--- src/rtl/usb_rx_fifo_if.sv ---
// Byte-stream bundle between the MUACM RX stream, the FIFO and the ACIA RX port.
//
// Handshake: a byte moves on a rising clk edge when both valid and ready are
// high at that edge. valid never depends on ready and ready never depends on
// valid. Data is only meaningful while valid is high.
//
// master: the side that feeds upstream bytes and drains the head byte.
// slave:  the FIFO itself.
interface usb_rx_fifo_if #(
  parameter int AW = 6
);
  logic [7:0]  in_data;
  logic        in_val;
  logic        in_rdy;
  logic [7:0]  out_data;
  logic        out_val;
  logic        out_rdy;
  logic [AW:0] level;
  logic        almost_full;

  modport master (
    output in_data, in_val, out_rdy,
    input  in_rdy, out_data, out_val, level, almost_full
  );

  modport slave (
    input  in_data, in_val, out_rdy,
    output in_rdy, out_data, out_val, level, almost_full
  );
endinterface

--- src/rtl/usb_rx_fifo.sv ---
// First-word-fall-through byte FIFO between the USB-CDC RX stream and the CPU
// ACIA RX port. Ready/valid on both sides are decoded from the registered
// level, so no input reaches in_rdy or out_val combinationally. out_data is
// read straight from the storage array at the read pointer.
module usb_rx_fifo #(
  parameter int DEPTH = 64,
  parameter int AW    = 6,
  parameter int AFULL = 48
) (
  input  logic            clk,
  input  logic            rst_n,
  input  logic            flush,
  usb_rx_fifo_if.slave    bus
);

  localparam logic [AW:0] FULL_LVL  = (AW+1)'(DEPTH);
  localparam logic [AW:0] AFULL_LVL = (AW+1)'(AFULL);
  localparam logic [AW:0] LVL_ONE   = (AW+1)'(1);
  localparam logic [AW-1:0] PTR_ONE = AW'(1);

  logic [7:0]    mem [DEPTH];
  logic [AW-1:0] wr_ptr;
  logic [AW-1:0] rd_ptr;
  logic [AW:0]   level_q;
  logic [AW:0]   level_nxt;
  logic          afull_q;
  logic          push;
  logic          pop;

  assign bus.in_rdy      = (level_q != FULL_LVL);
  assign bus.out_val     = (level_q != '0);
  assign bus.out_data    = mem[rd_ptr];
  assign bus.level       = level_q;
  assign bus.almost_full = afull_q;

  // A flush swallows any handshake that coincides with it.
  assign push = bus.in_val  & bus.in_rdy  & ~flush;
  assign pop  = bus.out_val & bus.out_rdy & ~flush;

  // Next occupancy: simultaneous push and pop leave the count unchanged.
  always_comb begin
    level_nxt = level_q;
    if (flush)             level_nxt = '0;
    else if (push && !pop) level_nxt = level_q + LVL_ONE;
    else if (pop && !push) level_nxt = level_q - LVL_ONE;
  end

  // Storage write; the array itself is never cleared.
  always_ff @(posedge clk) begin
    if (push) mem[wr_ptr] <= bus.in_data;
  end

  // Pointers, level and the almost-full hint, all cleared by reset or flush.
  always_ff @(posedge clk or negedge rst_n) begin
    if (!rst_n) begin
      wr_ptr  <= '0;
      rd_ptr  <= '0;
      level_q <= '0;
      afull_q <= 1'b0;
    end else begin
      if (flush) begin
        wr_ptr <= '0;
        rd_ptr <= '0;
      end else begin
        if (push) wr_ptr <= wr_ptr + PTR_ONE;
        if (pop)  rd_ptr <= rd_ptr + PTR_ONE;
      end
      level_q <= level_nxt;
      afull_q <= (level_nxt >= AFULL_LVL);
    end
  end

endmodule
--- src/flat_wrapper.sv ---
// flat-port wrapper written by rule: the top's interface ports become plain ports
module usb_rx_fifo_flat 
#(
  parameter int DEPTH = 64,
  parameter int AW    = 6,
  parameter int AFULL = 48
)
  (clk, rst_n, flush, bus_in_data, bus_in_val, bus_out_rdy, bus_in_rdy, bus_out_data, bus_out_val, bus_level, bus_almost_full);
  usb_rx_fifo_if #(.AW(AW)) bus_i ();
  input  logic clk;
  input  logic rst_n;
  input  logic flush;
  input wire logic [$bits(bus_i.in_data)-1:0] bus_in_data;
  input wire logic [$bits(bus_i.in_val)-1:0] bus_in_val;
  input wire logic [$bits(bus_i.out_rdy)-1:0] bus_out_rdy;
  output wire logic [$bits(bus_i.in_rdy)-1:0] bus_in_rdy;
  output wire logic [$bits(bus_i.out_data)-1:0] bus_out_data;
  output wire logic [$bits(bus_i.out_val)-1:0] bus_out_val;
  output wire logic [$bits(bus_i.level)-1:0] bus_level;
  output wire logic [$bits(bus_i.almost_full)-1:0] bus_almost_full;
  assign bus_i.in_data = bus_in_data;
  assign bus_i.in_val = bus_in_val;
  assign bus_i.out_rdy = bus_out_rdy;
  assign bus_in_rdy = bus_i.in_rdy;
  assign bus_out_data = bus_i.out_data;
  assign bus_out_val = bus_i.out_val;
  assign bus_level = bus_i.level;
  assign bus_almost_full = bus_i.almost_full;
  usb_rx_fifo #(.DEPTH(DEPTH), .AW(AW), .AFULL(AFULL)) u_core (.clk(clk), .rst_n(rst_n), .flush(flush), .bus(bus_i));
endmodule
--- config.mk ---
export PLATFORM = sky130hd
export DESIGN_NAME = usb_rx_fifo_flat
export DESIGN_NICKNAME = d
export VERILOG_FILES = /design/src/rtl/usb_rx_fifo_if.sv /design/src/rtl/usb_rx_fifo.sv /design/src/flat_wrapper.sv
export SDC_FILE = /design/constraint.sdc
export NUM_CORES = 1
export LEC_CHECK = 0
export ABC_AREA = 1
export CAP_MARGIN = 20
export CORE_ASPECT_RATIO = 1.4
export CORE_UTILIZATION = 33
export DETAILED_ROUTE_END_ITERATION = 8
export SLEW_MARGIN = 10
export SYNTH_ARGS = -nofsm -noshare
export SYNTH_HDL_FRONTEND = slang
export SYNTH_SLANG_ARGS = --single-unit
--- constraint.sdc ---
create_clock -name clk -period 1.94 [get_ports clk]
set_input_delay 0.388 -clock clk [delete_from_list [all_inputs] [get_ports clk]]
set_output_delay 0.388 -clock clk [all_outputs]
set_load 0.02 [all_outputs]
==> results.json <==
{
  "status": "complete, but fails checks",
  "violations": "setup timing",
  "cp.depth": 13,
  "max-cap-violations": 0,
  "antenna_found_initial": 0,
  "path_cells": "buf_12, buf_12, buf_12, buf_16, o21ai_1, o22ai_1, nand2_1, nand2_2, nand2_1, nand3_2, nand3_4, nand2_2, buf_6",
  "die_h_um": 307.0,
  "grt_pass1_vias": 15340,
  "post-dp-hpwl_mm": 36.82,
  "drc": 0,
  "clk_root_buffer_cell": "clkbuf_16",
  "skew_ps": 14.05,
  "required_ps": 1550,
  "synth_cell_types": 33,
  "r2r_cells": 11,
  "path_delay_family": "buffers and inverters",
  "clock_path_buffers": 3,
  "crit_slowest_cell": "dfrtp_4",
  "clk_pin_slew_ps": 60,
  "grt.total_usage": 0.1814,
  "grt_overflow": 0,
  "die-area_um2": 67490,
  "post-route-period-util": 1.538,
  "critPathMaxStageDelay_ps": 520,
  "worstPathMaxFanout": 7,
  "synth_compound_area_frac": 0.09588,
  "cts_sinks": 532,
  "yosys-top-cells-count": "edfxtp_1, nand2_1, nor2_1",
  "cp-end-kind": "output port",
  "port_buffers": 30,
  "fin_nets": 2100,
  "syn_area_per_cell_um2": 11.93,
  "htreeDepth": 2,
  "area_growth_pct": 34.84,
  "max-slew-margin-rel": 0.4418,
  "grt_max_degree": 65,
  "syn_inst": 1837,
  "rsz0062_at_grt": "yes",
  "synth_top_area_frac": 0.7013,
  "wl_per_cell_um": 21.09,
  "clock_latency_ps": 570,
  "netlist_area_um2": 21920,
  "rows": 111,
  "tns_ps": -8067,
  "dr.pass1.iters": 6,
  "synth-adder-area-share": 0.002854,
  "synth_seq_cells": 532,
  "maxSlewViolCount": 0,
  "drive_above_1_share": 0.3005,
  "crit_top_cell": "buf_12",
  "yosys.area.top_type": "edfxtp_1",
  "synthFlopType": "edfxtp_1",
  "fin_crit_ps": 2983,
  "power_density_nw_per_um2": 1025,
  "worstPathArrival_ps": 2590,
  "hp-class": "input pin to asynchronous set/reset pin",
  "start_kind": "register",
  "cts_buffers": 47,
  "cts_hold_buffers": 0,
  "crit_type": "register to output port",
  "fmax_mhz": 335.2,
  "pin_count": 31,
  "synthTopCellsByArea": "edfxtp_1, nand2_1, o21ai_0, nor2_1, o22ai_1",
  "syn_nets": 1855,
  "ys_warn_count": 0,
  "muxShareOfSynthArea": 0,
  "initial_core_util": 0.3344,
  "crit_buf_inv": 5,
  "fin_ws_ps": -1043,
  "synthXorXnorAreaFrac": 0.002796,
  "vias_per_cell": 5.223,
  "synth_top_family_by_area": "simple AND/OR/NAND/NOR gates",
  "worst_pin_slew_ps": 837.3,
  "hold_viol": 0,
  "async_reset_ff_frac": 0.03759,
  "synth-seq-area-share": 0.7241,
  "ir_drop_v": 0.0006719,
  "synthSimpleGateAreaFrac": 0.1397,
  "cts_tree": "done",
  "die_w_um": 219.8,
  "diodes": 0,
  "yosysMostFrequentCell": "edfxtp_1",
  "finalSetupViolCount": 8,
  "first_iter_violations": 1281,
  "grt_pass1_wl_mm": 91.92,
  "synth_edf_count": 512,
  "gp_congestion": 0.8978,
  "power_leakage_nw": 10.39,
  "dpl_worst_slack_ps": -1026,
  "via_count": 15500,
  "coreArea_um2": 65550,
  "routed_wirelength_mm": 62.57,
  "fill_cells": 5808,
  "postRouteAntennaNets": 0
}
==> worst paths after layout <==
| kind | from | end | slack [ps] |
|---|---|---|---|
| setup / recovery | u_core.rd_ptr[0]$_DFFE_PN0P_ | bus_out_data[5] | -1040 |
| hold / removal | rst_n | u_core.bus.level[2]$_DFF_PN0_ | 170 |
| setup reg to reg | u_core.bus.level[0]$_DFF_PN0_ | u_core.mem[24][5]$_DFFE_PP_ | 70 |
| hold reg to reg | u_core.wr_ptr[2]$_DFFE_PN0P_ | u_core.wr_ptr[2]$_DFFE_PN0P_ | 720 |
| max in group asynchronous | rst_n | u_core.rd_ptr[0]$_DFFE_PN0P_ | 1510 |
| min in group clk | bus_in_data[6] | u_core.mem[30][6]$_DFFE_PP_ | 260 |
==> area by class of cell <==
cell class | count | area (um2) | area share
Sequential cell | 532 | 15890 | 0.5376
Inverter | 49 | 241.5 | 0.008169
Tap cell | 847 | 1060 | 0.03585
Timing Repair inverter | 1 | 16.27 | 0.0005502
Timing Repair Buffer | 306 | 4170 | 0.1411
Clock inverter | 31 | 488.0 | 0.01651
Clock buffer | 56 | 1252 | 0.04237
Multi-Input combinational cell | 1145 | 6441 | 0.2179
==> cell families (layout without fill, tap and decap cells) <==
kind of cell,after synthesis,count (layout)
AO/OA/AOI/OAI,393,393
AND/OR/NAND/NOR,740,740
buffers and inverters,160,443
XOR/XNOR,7,7
flip-flops,532,532
adder cells (fa/ha/maj),5,5
==> worst reg2reg max path: cells and delay by family, from the launching register on <==
family / cells / cell delay [ps]
and+or+nand+nor: 6 / 550
adders and majority gates: 1 / 150
DFF: 1 / 410
buffers and inverters: 4 / 560
==> metrics by stage <==
step           hold WS [ps]  utilization  area, um2  power [mW]  cells
2_1_floorplan         92.41            -      22120       15.86   1837
3_3_place_gp          623.5       0.3933      25780       18.11   2827
3_5_place_dp          659.7       0.3933      25780       18.18   2827
4_1_cts               147.7       0.4375      28680       29.77   2950
5_1_grt               182.6       0.4509      29560       31.27   2967
6_report              168.6       0.4509      29560       30.31   2967
==> repair_timing <==
item / 4_1_cts / 5_1_grt
resized for setup: 207 / 220
pin swaps: 66 / 95
setup buffers: 23 / 15
endpoints found under the setup margin: 475 / 436
gates cloned: 14 / 6
==> registers in the layout (all words and copies together) (netlist names) <==
name,count
u_core.mem,512
u_core.bus.level,7
u_core.rd_ptr,6
u_core.wr_ptr,6
u_core.bus.almost_full,1
==> per-layer routing <==
metal	vias up	share of wire	GRT usage
met3	143	0.044	0.01949
li1	7092	-	-
met2	520	0.52	0.3232
met5	-	0	0
met1	7742	0.38	0.2133
met4	0	0.050	0.09399
==> cells in the final DEF, fill, tap and decap left out, types with 27 or more instances in the layout <==
| cell | n |
|---|---|
| o22ai_1 | 91 |
| nand2_1 | 269 |
| o21ai_2 | 27 |
| o21ai_1 | 75 |
| nor2_1 | 208 |
| edfxtp_1 | 512 |
| nor2_2 | 47 |
| nand3_2 | 42 |
| buf_4 | 123 |
| buf_6 | 34 |
| o21ai_0 | 152 |
| clkbuf_16 | 54 |
| nand2_2 | 37 |
| buf_12 | 106 |
| inv_1 | 34 |
| nor2_4 | 39 |
| nand3_1 | 64 |
==> report_power, final <==
group,total [mW],switching (mW),internal (mW)
logic,7.10,4.01,3.09
registers,12.7,0.0753,12.7
clock network,10.5,4.12,6.35
total,30.3,8.21,22.1
No activity file was read; power rests on OpenSTA's default activity.
